==> src/rtl/simd_sequencer.sv <==
// -----------------------------------------------------------------------------
// simd_sequencer
//   Start/done controlled fetch/execute sequencer for the SIMD core. Walks
//   instruction memory from start_addr to last_addr and strobes exec_en once
//   per datapath instruction. It handles LOOP (single-level repeat) and HALT
//   itself; these never reach the datapath.
//
// Ports
//   clk, rstn       : clock, synchronous active-low reset
//   start           : one-cycle run request (sampled in IDLE only)
//   start_addr      : first instruction address (captured with start)
//   last_addr       : final instruction address (captured with start)
//   hold            : stall; freezes the sequencer in FETCH/EXEC
//   instruction     : memory read data for the pc of the previous cycle
//   pc              : instruction memory read address
//   exec_en         : commit the current instruction this cycle
//   busy            : program in progress (FETCH/EXEC)
//   done            : one-cycle pulse at program end
//   halted          : last program ended on HALT rather than last_addr
// -----------------------------------------------------------------------------
module simd_sequencer #(
  parameter int INS_ADDR_WIDTH = 10,
  parameter int ADDR_WIDTH     = 10,
  parameter int OPCODE_WIDTH   = 3
) (
  input  logic                                clk,
  input  logic                                rstn,
  input  logic                                start,
  input  logic [INS_ADDR_WIDTH-1:0]           start_addr,
  input  logic [INS_ADDR_WIDTH-1:0]           last_addr,
  input  logic                                hold,
  input  logic [OPCODE_WIDTH+3*ADDR_WIDTH-1:0] instruction,
  output logic [INS_ADDR_WIDTH-1:0]           pc,
  output logic                                exec_en,
  output logic                                busy,
  output logic                                done,
  output logic                                halted
);

  localparam int INS_W = OPCODE_WIDTH + 3 * ADDR_WIDTH;

  // The two highest opcodes are control ops; everything below is datapath.
  localparam logic [OPCODE_WIDTH-1:0] OP_HALT = '1;
  localparam logic [OPCODE_WIDTH-1:0] OP_LOOP = OP_HALT - 1'b1;

  typedef enum logic [1:0] {
    S_IDLE  = 2'd0,
    S_FETCH = 2'd1,
    S_EXEC  = 2'd2,
    S_DONE  = 2'd3
  } state_t;

  state_t                    state_q, state_d;
  logic [INS_ADDR_WIDTH-1:0] pc_q, pc_d;
  logic [INS_ADDR_WIDTH-1:0] last_q, last_d;
  logic [ADDR_WIDTH-1:0]     loop_cnt_q, loop_cnt_d;
  logic                      loop_active_q, loop_active_d;
  logic                      halted_q, halted_d;

  logic [OPCODE_WIDTH-1:0]   opcode;
  logic [ADDR_WIDTH-1:0]     a_field;
  logic [ADDR_WIDTH-1:0]     b_field;
  logic [ADDR_WIDTH-1:0]     r_field;
  logic [INS_ADDR_WIDTH-1:0] target;
  logic                      is_dp;
  logic                      take_jump;
  logic                      unused_b_field;

  assign opcode  = instruction[INS_W-1 -: OPCODE_WIDTH];
  assign a_field = instruction[2*ADDR_WIDTH +: ADDR_WIDTH];
  assign b_field = instruction[ADDR_WIDTH +: ADDR_WIDTH];
  assign r_field = instruction[ADDR_WIDTH-1:0];
  assign target  = r_field[INS_ADDR_WIDTH-1:0];
  assign is_dp   = (opcode < OP_LOOP);

  // The middle operand field belongs to the decoder only.
  assign unused_b_field = ^b_field;

  always_comb begin
    state_d       = state_q;
    pc_d          = pc_q;
    last_d        = last_q;
    loop_cnt_d    = loop_cnt_q;
    loop_active_d = loop_active_q;
    halted_d      = halted_q;
    take_jump     = 1'b0;

    case (state_q)
      S_IDLE: begin
        if (start) begin
          pc_d          = start_addr;
          last_d        = last_addr;
          loop_cnt_d    = '0;
          loop_active_d = 1'b0;
          halted_d      = 1'b0;
          state_d       = S_FETCH;
        end
      end

      S_FETCH: begin
        if (!hold) state_d = S_EXEC;
      end

      S_EXEC: begin
        if (!hold) begin
          if (opcode == OP_HALT) begin
            halted_d = 1'b1;
            state_d  = S_DONE;
          end else begin
            if (opcode == OP_LOOP) begin
              // One shared counter: the first LOOP arms it with a_field-1
              // remaining repeats, later passes count it down to zero.
              if (!loop_active_q && (a_field != '0)) begin
                loop_cnt_d    = a_field - 1'b1;
                loop_active_d = 1'b1;
                take_jump     = 1'b1;
              end else if (loop_active_q && (loop_cnt_q != '0)) begin
                loop_cnt_d = loop_cnt_q - 1'b1;
                take_jump  = 1'b1;
              end else begin
                loop_active_d = 1'b0;
              end
            end

            if (take_jump) begin
              pc_d    = target;
              state_d = S_FETCH;
            end else if (pc_q == last_q) begin
              state_d = S_DONE;
            end else begin
              pc_d    = pc_q + 1'b1;   // wraps modulo 2^INS_ADDR_WIDTH
              state_d = S_FETCH;
            end
          end
        end
      end

      S_DONE: begin
        state_d = S_IDLE;
      end

      default: begin
        state_d = S_IDLE;
      end
    endcase
  end

  always_ff @(posedge clk) begin
    if (!rstn) begin
      state_q       <= S_IDLE;
      pc_q          <= '0;
      last_q        <= '0;
      loop_cnt_q    <= '0;
      loop_active_q <= 1'b0;
      halted_q      <= 1'b0;
    end else begin
      state_q       <= state_d;
      pc_q          <= pc_d;
      last_q        <= last_d;
      loop_cnt_q    <= loop_cnt_d;
      loop_active_q <= loop_active_d;
      halted_q      <= halted_d;
    end
  end

  // Moore outputs from the state register; exec_en is additionally gated
  // by the stall and by the opcode so control ops never reach the datapath.
  assign pc      = pc_q;
  assign busy    = (state_q == S_FETCH) || (state_q == S_EXEC);
  assign done    = (state_q == S_DONE);
  assign halted  = halted_q;
  assign exec_en = (state_q == S_EXEC) && !hold && is_dp;

endmodule

==> config.mk <==
export PLATFORM = sky130hd
export DESIGN_NAME = simd_sequencer
export DESIGN_NICKNAME = d
export VERILOG_FILES = /design/src/rtl/simd_sequencer.sv
export SDC_FILE = /design/constraint.sdc
export NUM_CORES = 1
export LEC_CHECK = 0
export ABC_CLOCK_PERIOD_IN_PS = 4320
export CORE_MARGIN = 2
export CORE_UTILIZATION = 35
export CTS_BUF_LIST = sky130_fd_sc_hd__clkbuf_8
export DETAILED_ROUTE_END_ITERATION = 7
export GPL_TIMING_DRIVEN = 1
export PLACE_DENSITY = 0.59
export REMOVE_ABC_BUFFERS = 1
export SLEW_MARGIN = 5
export SYNTH_ARGS = -nofsm -noshare
export SYNTH_HDL_FRONTEND = slang
export SYNTH_SLANG_ARGS = --single-unit
==> constraint.sdc <==
create_clock -name clk -period 4.32 [get_ports clk]
set_clock_uncertainty 0.2 [all_clocks]
set_input_delay 0.648 -clock clk [delete_from_list [all_inputs] [get_ports clk]]
set_output_delay 0.648 -clock clk [all_outputs]
set_load 0.1 [all_outputs]
Word-level counts from Yosys, hierarchy flattened
Cells that the tools add are included.

word-level totals
  input port bits = 57
  logic and storage cells = 78
  output and inout bits = 14
  bits in registers = 34

cells by class
  equality and inequality tests = 15
  multiplexer cells = 36
  add/subtract/negate cells = 3
  reductions and logical operators = 17
  $lt $le $gt $ge = 1

operators with widths
  kind                   count
  $mux 10                11
  $pmux 10 s2            2
  $reduce_bool 10->1     2
  $sub 10x1->10 const B  2
  $mux 1                 14
  $mux 2                 6
  $ne 2x2->1 const B     6
  $reduce_and 6->1       2
  $add 10x1->10 const B  1
  $eq 10x10->1           1
  $pmux 2 s4             1
  $eq 3x3->1 const B     2
  $ne 3x3->1 const B     2
  $reduce_and 5->1       1
  $eq 2x2->1 const B     2
  $logic_and 1x1->1      4
  $pmux 1 s2             2
  $reduce_and 4->1       1
  $lt 3x3->1 const B     1
  $ne 3x2->1 const B     1
  $reduce_and 3->1       1
  $eq 2x1->1 const B     1
  $logic_not 1->1        2
  $logic_not 2->1        1
  3 further kinds        3

Longest topological paths before layout
Gate-level depths: netlist of run 1.

  depth after elaboration = 12
  depth in mapped cells = 9

Least setup slack after synthesis of run 1
No wires, ideal clock.

  path type = in2out
  start point = input hold
  end point = output exec_en
  required time = 3.472 ns
  buffers on the path = 0
  arrival = 2.260 ns
  path slack = 1.212 ns
  cell stages on the path = 2
  cell sequence = nand2b_1 > a21oi_1

between the ends
  cells in the longest elaborated chain, start to end = 3

ends and longest elaborated chain
  what                             line  RTL
  start: declaration               31    input logic hold,
  $logic_not 1->1                  172   assign exec_en = (state_q == S_EXEC) && !hold && is_dp;
  $logic_and 1x1->1 (2 in series)  172
  end: declaration                 34    output logic exec_en,

No other way between the ends.

Worst setup path after layout of run 1
  start point = input instruction[25]
  end point = register loop_cnt_q[9]

between the ends
  cells in the longest elaborated chain, start to end = 7
  elaborated cells on any way between the ends = 10
  those cells by class = 1 x add/sub; 1 x eq/ne; 5 x mux; 3 x reduce/logical

ends and longest elaborated chain
  what                                                                   line  RTL
  start: declaration                                                     32    input logic [OPCODE_WIDTH+3*ADDR_WIDTH-1:0] instruction,
  parallel branches: the longest is 7 deep, another holds $sub 10x1->10  --
  end signal: assignment                                                 160   loop_cnt_q <= loop_cnt_d;
  end: declaration                                                       56    logic [ADDR_WIDTH-1:0] loop_cnt_q, loop_cnt_d;

Several ways; the timed one is not identified. The select of a mux whose other input is x is not followed.
A chain may end at the register's enable or synchronous reset.

==> impl_metrics.env, run 1 <==
export IMPL_synth_common_cells="nand2_1, dfxtp_1, nor2_1, a21oi_1, xnor2_1"
export IMPL_cts_resized=0
export IMPL_diodes=0
export IMPL_fin_crit_sh=0.785
export IMPL_hpwl_mm=4.80
export IMPL_finalHoldViolations=0
export IMPL_postRouteAntennaNets=0
export IMPL_synthMostInstantiatedCell="nand2_1"
export IMPL_synth_edff_count=0
export IMPL_rsz0062_at_grt="no"
export IMPL_pwr_share_clk=0.169
export IMPL_first_pass_iters=7
export IMPL_pin_count=71
export IMPL_setup_slack_ps=930
export IMPL_fin_setup_tns_ps=0
export IMPL_ys_ff_latch=34
export IMPL_yosys_area_top_type_share=0.291
export IMPL_cts_sinks=34
export IMPL_finalSetupViolations=0
export IMPL_htreeDepth=2
export IMPL_die_h_um=85.8
export IMPL_synthCells=299
export IMPL_ir_worst_vdd_mv=0.419
export IMPL_min_period_ps=3390
export IMPL_p_switching_uw=884
export IMPL_drtIter0Drc=64
export IMPL_status="complete, but fails checks"
export IMPL_die_x_um=85.8
export IMPL_cts_hold_buffers=0
export IMPL_p_sw_frac=0.499
export IMPL_place_ws_ps=741
export IMPL_fill_cells=662
export IMPL_violations="design-rule violations"
export IMPL_path_class="in2reg"
export IMPL_cp_slowest_cell="nor4_1"
export IMPL_clk_pin_slew_ps=70
export IMPL_vias_per_cell=5.54
export IMPL_insertion_delay_ps=280
export IMPL_clockBufferDepth=2
export IMPL_rows=29
export IMPL_fp_dieArea_um2=7360
export IMPL_slew_headroom=0.142
export IMPL_grt_use_total=0.176
export IMPL_drc=3
export IMPL_hold_path_class="reg2reg"
export IMPL_ys_flop_type="dfxtp_1"
export IMPL_fmax_mhz=295
export IMPL_slew_viol_final=0
export IMPL_antenna_found_initial=0
export IMPL_p_int_uw=887
export IMPL_syn_area_um2=2340
export IMPL_start_util=0.365
export IMPL_core_area_um2=6420
export IMPL_async_flop_share=0
export IMPL_drive_gt1_frac=0.0855
export IMPL_synthDistinctLibCells=50
export IMPL_crit_fanout=7
export IMPL_start_kind="input pin"
export IMPL_root_buffer="clkbuf_8"
export IMPL_post_synth_top_area_cell="dfxtp_1"
export IMPL_cts_tree="yes"
export IMPL_cp_required_ps=4350
export IMPL_synth_area_leaders="dfxtp_1, nand2_1, xnor2_1"
export IMPL_yosysWarningCount=0
export IMPL_p_comb_frac=0.558
export IMPL_grt_pass1_vias=2237
export IMPL_wl_mm=6.38
export IMPL_nNetsFinal=415
export IMPL_numCtsBuffers=5
export IMPL_cp_arrival_ps=3420
export IMPL_cap_violations=0
export IMPL_routabilityCongestion=0.835
export IMPL_crit_chain="clkdlybuf4s50_1 -> or2_2 -> o41ai_4 -> buf_4 -> nor4_1 -> nand2_1 -> a221oi_2 -> a31o_2"
export IMPL_leakage_uw=0.00111
export IMPL_grt_max_degree=25
export IMPL_slowest_delay_ps=1020
export IMPL_avgSynthCellArea_um2=7.83
export IMPL_critPathCaptureType="register"
export IMPL_synth_seq_area_share=0.291
export IMPL_grt_pass1_wl_mm=10.6
export IMPL_p_per_area_nw_per_um2=577
export IMPL_cts_setup_buffers=0
export IMPL_vias=2373
export IMPL_wl_per_cell_um=14.9
export IMPL_grt_overflow=0
export IMPL_worst_slew_pin_slew_ps=1270
export IMPL_place_port_buffers=60
export IMPL_area_growth_pct=31.1
export IMPL_seqPwrFrac=0.273
-- layout by cell type (no fill, tap or decap), types with 4 or more instances in the layout --
cell / instances
nor3_1: 14
a31oi_1: 13
nand4_1: 6
o31ai_1: 4
a21oi_1: 20
inv_1: 6
buf_4: 4
and3_1: 4
xor2_1: 8
or2_2: 4
xnor2_1: 15
nor4_1: 4
clkdlybuf4s50_1: 59
clkbuf_8: 6
ha_1: 7
o21a_1: 6
dfxtp_1: 34
nor2_1: 22
o21ai_0: 9
nand3_1: 10
nand2_1: 45
a22oi_1: 10
-- metrics by stage --
stage           util  instances  hold slack [ps]  total power [uW]  area (um^2)
3_5_place_dp   0.460        421              259              1480         2960
5_1_grt        0.478        428              289              1890         3070
2_1_floorplan      -        281              248              1230         2240
6_report       0.478        428              265              1770         3070
4_1_cts        0.478        428              269              1790         3070
3_3_place_gp   0.460        421              257              1480         2960
-- power by group through the flow --
stage | Combinational, uW | Sequential (uW) | Clock (uW)
2_1_floorplan | 506 | 720 | 0
3_3_place_gp | 989 | 490 | 0
3_5_place_dp | 994 | 490 | 0
4_1_cts | 998 | 483 | 309
5_1_grt | 1080 | 497 | 319
6_report | 988 | 484 | 300
-- flip-flops by register name, summed over array words and instances, names as in the netlist --
name,cells
state_q,2
loop_cnt_q,10
pc,10
last_q,10
halted,1
loop_active_q,1
-- layer usage --
layer / track usage / part of all wire / up-vias
li1: - / - / 1190
met1: 0.233 / 0.45 / 1105
met2: 0.295 / 0.48 / 74
met3: 0.0385 / 0.061 / 4
met4: 0.0375 / 0.0086 / 0
met5: 0 / 0 / -
-- path summary, 6_finish.rpt --
kind                         from            end  depth (start not counted)  slack [ps]
setup / recovery  instruction[25]  loop_cnt_q[9]                          8         930
hold / removal          last_q[5]      last_q[5]                          2         270
setup reg to reg    loop_active_q  loop_cnt_q[9]                          6        1360
hold reg to reg         last_q[5]      last_q[5]                          2         270
-- cells by family after synthesis --
family	count (synthesis)	share of synthesized area
compound gates	83	0.256
xor+xnor	23	0.0861
fa+ha+maj	7	0.0374
buf+inv	24	0.0529
flops	34	0.291
mux	2	0.00962
simple gates	126	0.267
-- area by class of cell --
class / count / area (um^2) / area share
clock buffer: 6 / 82.6 / 0.0269
clock inverter: 1 / 30.0 / 0.00978
inverter: 6 / 22.5 / 0.00734
multi-input combinational: 241 / 1540 / 0.501
sequential: 34 / 681 / 0.222
tap: 77 / 96.3 / 0.0314
timing repair buffer: 63 / 621 / 0.202
-- worst max-delay path, delay by kind of cell --
family          cells  cell delay (ps)
compound gates      3              480
buf+inv             2              730
simple gates        3             1560
Power figures use the tool's default switching activity.
==> run 2, diff against run 1 <==
--- a/config.mk
+++ b/config.mk
@@ -5,7 +5,7 @@
 export SDC_FILE = /design/constraint.sdc
 export NUM_CORES = 1
 export LEC_CHECK = 0
-export ABC_CLOCK_PERIOD_IN_PS = 4320
+export ABC_CLOCK_PERIOD_IN_PS = 3460
 export CORE_MARGIN = 2
 export CORE_UTILIZATION = 35
 export CTS_BUF_LIST = sky130_fd_sc_hd__clkbuf_8
==> constraint.sdc (replaced) <==
create_clock -name clk -period 3.46 [get_ports clk]
set_clock_uncertainty 0.2 [all_clocks]
set_input_delay 0.519 -clock clk [delete_from_list [all_inputs] [get_ports clk]]
set_output_delay 0.519 -clock clk [all_outputs]
set_load 0.1 [all_outputs]
==> run 2 against run 1 <==
Effect of this change:
- hold slack better by 4.5 ps
- wire length hardly changed
- final cell count is 1.2% higher
- sequential power is 25% higher
- critical path type unchanged
- setup slack worse by 460 ps
- highest routed layer unchanged
- clock-buffer cell count stayed put
- the run now ends clean
- non-clock buffer count is 4 higher
==> impl_metrics.env, run 2 (synthesis results as in run 1) <==
export IMPL_status="finished clean"
export IMPL_drtIter0Drc=83
export IMPL_crit_fanout=5
export IMPL_stdcell_count=433
export IMPL_cts_tree="yes"
export IMPL_rows=29
export IMPL_fp_dieArea_um2=7360
export IMPL_cp_slowest_cell="or4_1"
export IMPL_min_period_ps=2990
export IMPL_crit_chain="clkdlybuf4s50_1 -> or4_1 -> o31ai_4 -> a22oi_1 -> ha_1 -> and3_1 -> o31ai_1 -> a21oi_1"
export IMPL_slew_viol_final=0
export IMPL_die_x_um=85.8
export IMPL_leakage_uw=0.00115
export IMPL_grt_pass1_vias=2248
export IMPL_grt_max_degree=25
export IMPL_rsz0062_at_grt="no"
export IMPL_fin_crit_sh=0.865
export IMPL_cts_sinks=34
export IMPL_clockBufferDepth=2
export IMPL_hpwl_mm=4.82
export IMPL_grt_use_total=0.176
export IMPL_vias=2329
export IMPL_start_kind="input pin"
export IMPL_wl_mm=6.39
export IMPL_worst_slew_pin_slew_ps=962
export IMPL_grt_pass1_wl_mm=10.4
export IMPL_cp_required_ps=3390
export IMPL_slowest_delay_ps=710
export IMPL_path_class="in2reg"
export IMPL_critPathCaptureType="register"
export IMPL_finalHoldViolations=0
export IMPL_insertion_delay_ps=280
export IMPL_antenna_found_initial=0
export IMPL_first_pass_iters=6
export IMPL_slew_headroom=0.357
export IMPL_start_util=0.365
export IMPL_wl_per_cell_um=14.7
export IMPL_nNetsFinal=419
export IMPL_core_area_um2=6420
export IMPL_cts_setup_buffers=0
export IMPL_vias_per_cell=5.38
export IMPL_drc=0
export IMPL_hold_path_class="reg2reg"
export IMPL_postRouteAntennaNets=0
export IMPL_cts_resized=0
export IMPL_layout_commonest_cell="clkdlybuf4s50_1"
export IMPL_ir_worst_vdd_mv=0.477
export IMPL_cts_hold_buffers=0
export IMPL_cap_violations=0
export IMPL_final_cell_mix="clkdlybuf4s50_1, nand2_1, dfxtp_1"
export IMPL_dp_cells=425
export IMPL_p_per_area_nw_per_um2=698
export IMPL_area_growth_pct=30.2
export IMPL_pin_count=71
export IMPL_htreeDepth=2
export IMPL_clk_pin_slew_ps=70
export IMPL_numCtsBuffers=5
export IMPL_cp_arrival_ps=2920
export IMPL_fin_setup_tns_ps=0
export IMPL_die_h_um=85.8
export IMPL_grt_overflow=0
export IMPL_diodes=0
export IMPL_drive_gt1_frac=0.129
export IMPL_utilization=0.475
export IMPL_finalSetupViolations=0
export IMPL_fmax_mhz=334
export IMPL_routabilityCongestion=0.807
export IMPL_root_buffer="clkbuf_8"
export IMPL_place_port_buffers=60
[run 2: cell types whose count changed in the layout (fill, tap and decap cells not counted), sizes merged]
| cell | change |
|---|---|
| buf | +16 |
| bufinv | -1 |
| clkdlybuf4s50 | -12 |
| clkinv | +1 |
| inv | +1 |
[run 2: layout make-up]
cell class,instances,area [um^2]
tap,77,96.3
multi-input combinational,241,1540
sequential,34,681
fill,683,3370
timing repair buffer,67,621
clock buffer,6,82.6
clock inverter,2,8.76
inverter,6,22.5
[run 2: critical path: cells and delay by family]
kind            cells  cell delay (ps)
simple gates        2              880
buf+inv             1              450
fa+ha+maj           1              290
compound gates      4              770
[run 2: layer usage]
| layer | part of all wire | global-route usage | up-vias |
|---|---|---|---|
| met4 | 0.015 | 0.0491 | 0 |
| met5 | 0 | 0 | - |
| met1 | 0.47 | 0.232 | 1075 |
| li1 | - | - | 1194 |
| met3 | 0.042 | 0.0327 | 10 |
| met2 | 0.47 | 0.293 | 50 |
[run 2: worst paths after layout]
| path | startpoint | to | slack, ps | cells past startpoint |
|---|---|---|---|---|
| max | instruction[20] | loop_cnt_q[4] | 470 | 8 |
| min | last_q[6] | last_q[6] | 270 | 2 |
| max reg2reg | loop_active_q | loop_cnt_q[4] | 680 | 7 |
| min reg2reg | last_q[6] | last_q[6] | 270 | 2 |
[run 2: through the flow]
stage               power (uW)  hold slack, ps  instance area, um^2  setup WS (ps)
global placement          1830             256                 2960            207
floorplan                 1530             248                 2240            207
global route              2260             288                 3050            317
finish                    2130             270                 3050            469
CTS                       2150             271                 3050            499
detailed placement        1840             261                 2960            200
[run 2: power breakdown]
part	internal (uW)	switching (uW)
Combinational	390	834
Sequential	473	132
Clock	158	142
==> run 3, diff against run 2 <==
--- a/config.mk
+++ b/config.mk
@@ -5,13 +5,13 @@
 export SDC_FILE = /design/constraint.sdc
 export NUM_CORES = 1
 export LEC_CHECK = 0
-export ABC_CLOCK_PERIOD_IN_PS = 3460
+export ABC_CLOCK_PERIOD_IN_PS = 3700
 export CORE_MARGIN = 2
-export CORE_UTILIZATION = 35
+export CORE_UTILIZATION = 53
 export CTS_BUF_LIST = sky130_fd_sc_hd__clkbuf_8
 export DETAILED_ROUTE_END_ITERATION = 7
 export GPL_TIMING_DRIVEN = 1
-export PLACE_DENSITY = 0.59
+export PLACE_DENSITY = 0.85
 export REMOVE_ABC_BUFFERS = 1
 export SLEW_MARGIN = 5
 export SYNTH_ARGS = -nofsm -noshare
==> constraint.sdc (replaced) <==
create_clock -name clk -period 3.7 [get_ports clk]
set_clock_uncertainty 0.2 [all_clocks]
set_input_delay 0.555 -clock clk [delete_from_list [all_inputs] [get_ports clk]]
set_output_delay 0.555 -clock clk [all_outputs]
set_load 0.1 [all_outputs]
==> run 3 against run 2 <==
Effect of this change:
- combinational power decreased by 5%
- largest cell class unchanged
- clock power shrank 16%
- critical path type unchanged
- final area fell by 1.7%
- wire length is 3.3% lower
- non-clock buffer count fell by 4
- setup slack improved by 28 ps
- core utilization up 22 points
- global-route usage increased by 8.2 points
- first-iteration DRC count is 120% higher
- clock-buffer cell count decreased by 1
==> impl_metrics.env, run 3 (synthesis results as in run 1) <==
export IMPL_cap_violations=0
export IMPL_hold_path_class="reg2reg"
export IMPL_design_area_um2=3000
export IMPL_grt_use_total=0.257
export IMPL_finalSetupViolations=0
export IMPL_numCtsBuffers=5
export IMPL_slowest_delay_ps=910
export IMPL_routabilityCongestion=0.885
export IMPL_cts_resized=0
export IMPL_utilization=0.698
export IMPL_cp_slowest_cell="nor4_1"
export IMPL_timing_hold_ws_ps=265
export IMPL_cts_hold_buffers=0
export IMPL_wl_mm=6.18
export IMPL_pin_count=71
export IMPL_root_buffer="clkbuf_8"
export IMPL_drtIter0Drc=183
export IMPL_min_to="last_q[1]"
export IMPL_finalHoldViolations=0
export IMPL_min_period_ps=3200
export IMPL_slew_headroom=0.274
export IMPL_wl_per_cell_um=15.3
export IMPL_area_growth_pct=28.0
export IMPL_fmax_mhz=312
export IMPL_start_kind="input pin"
export IMPL_fin_setup_tns_ps=0
export IMPL_layout_commonest_cell="clkdlybuf4s50_1"
export IMPL_clockBufferDepth=2
export IMPL_postRouteAntennaNets=0
export IMPL_placed_cell_area_um2=2920
export IMPL_rsz0062_at_grt="no"
export IMPL_cts_sinks=34
export IMPL_fp_dieArea_um2=4960
export IMPL_p_per_area_nw_per_um2=659
export IMPL_diodes=0
export IMPL_r2r_setup_slack_ps=940
export IMPL_place_port_buffers=60
export IMPL_die_h_um=70.5
export IMPL_critPathCaptureType="register"
export IMPL_reg2reg_to="loop_cnt_q[9]"
export IMPL_antenna_found_initial=0
export IMPL_setup_slack_ps=497
export IMPL_worst_slew_pin_slew_ps=1080
export IMPL_ir_worst_vdd_mv=0.594
export IMPL_reg2reg_from="loop_active_q"
export IMPL_status="finished clean"
export IMPL_path_class="in2reg"
export IMPL_grt_pass1_vias=2340
export IMPL_vias_per_cell=5.96
export IMPL_holdPathStages=2
export IMPL_grt_pass1_wl_mm=10.4
export IMPL_final_cell_mix="clkdlybuf4s50_1, nand2_1, dfxtp_1"
export IMPL_vias=2403
export IMPL_rows=24
export IMPL_clk_pin_slew_ps=60
export IMPL_fin_crit_sh=0.866
export IMPL_grt_max_degree=25
export IMPL_min_delay_start="last_q[1]"
export IMPL_first_pass_iters=4
export IMPL_insertion_delay_ps=280
export IMPL_worstSetupStartpoint="instruction[22]"
export IMPL_drive_gt1_frac=0.0855
export IMPL_core_area_um2=4290
export IMPL_crit_chain="clkdlybuf4s50_1 -> or4_1 -> o41ai_4 -> nor4_1 -> nand2_1 -> a221oi_2 -> a31o_2"
export IMPL_cts_tree="yes"
export IMPL_crit_fanout=9
export IMPL_die_x_um=70.5
export IMPL_ff2ff_path_depth=6
export IMPL_grt_overflow=0
export IMPL_start_util=0.545
export IMPL_path_buf_inv=1
export IMPL_nNetsFinal=415
export IMPL_cts_setup_buffers=0
export IMPL_fill_cells=386
export IMPL_hpwl_mm=4.57
export IMPL_drc=0
export IMPL_cp_arrival_ps=3230
export IMPL_place_ws_ps=239
export IMPL_slew_viol_final=0
export IMPL_htreeDepth=2
export IMPL_crit_family="simple AND/OR/NAND/NOR gates"
export IMPL_cp_required_ps=3730
export IMPL_leakage_uw=0.00110
run 3: changes by cell type in the layout (fill, tap and decap cells not counted):
cell | before | now
clkinv_2 | 1 | 0
clkdlybuf4s50_1 | 47 | 57
clkbuf_8 | 6 | 5
inv_1 | 7 | 8
buf_4 | 20 | 6
run 3: final cells by class:
class                   instances  area [um^2]  share of cell area
multi-input cells             241         1540               0.513
flip-flops and latches         34          681               0.227
repair buffers                 63          616               0.205
clock buffers                   5         68.8              0.0230
well taps                      52         65.1              0.0217
inverters                       6         22.5             0.00752
clock inverters                 2         7.51             0.00251
run 3: worst max path at each step:
stage,endpoint,cells after the start
finish,loop_cnt_q[9],7
global route,loop_cnt_q[9],7
detailed placement,loop_cnt_q[4],8
global placement,loop_cnt_q[9],7
CTS,loop_cnt_q[9],7
floorplan,exec_en,4
run 3: worst reg2reg max path, stage by stage, from the launching register on:
cell and delay (ps):
dfxtp_1 450, nor4b_1 220, and4b_1 320, nor4_1 860
nand2_1 300, a221oi_2 230, a31o_2 130
run 3: metal layers:
metal,wire [um],vias up,GRT usage
li1,-,1185,-
met4,104,0,0.0769
met1,2550,1120,0.301
met5,0,-,0
met2,3130,86,0.469
met3,389,12,0.0505
run 3: report_power, final:
| part | internal [uW] | switching (uW) | leakage [uW] |
|---|---|---|---|
| combinational | 375 | 781 | 0.000780 |
| sequential | 443 | 123 | 0.000278 |
| clock | 124 | 128 | 0.0000466 |
| total | 941 | 1030 | 0.00110 |
run 3: metrics by stage:
step	instances	total power (uW)
after global routing	403	2090
after detailed placement	396	1720
after CTS	403	1980
after floorplan	281	1430
final	403	1970
after global placement	396	1700
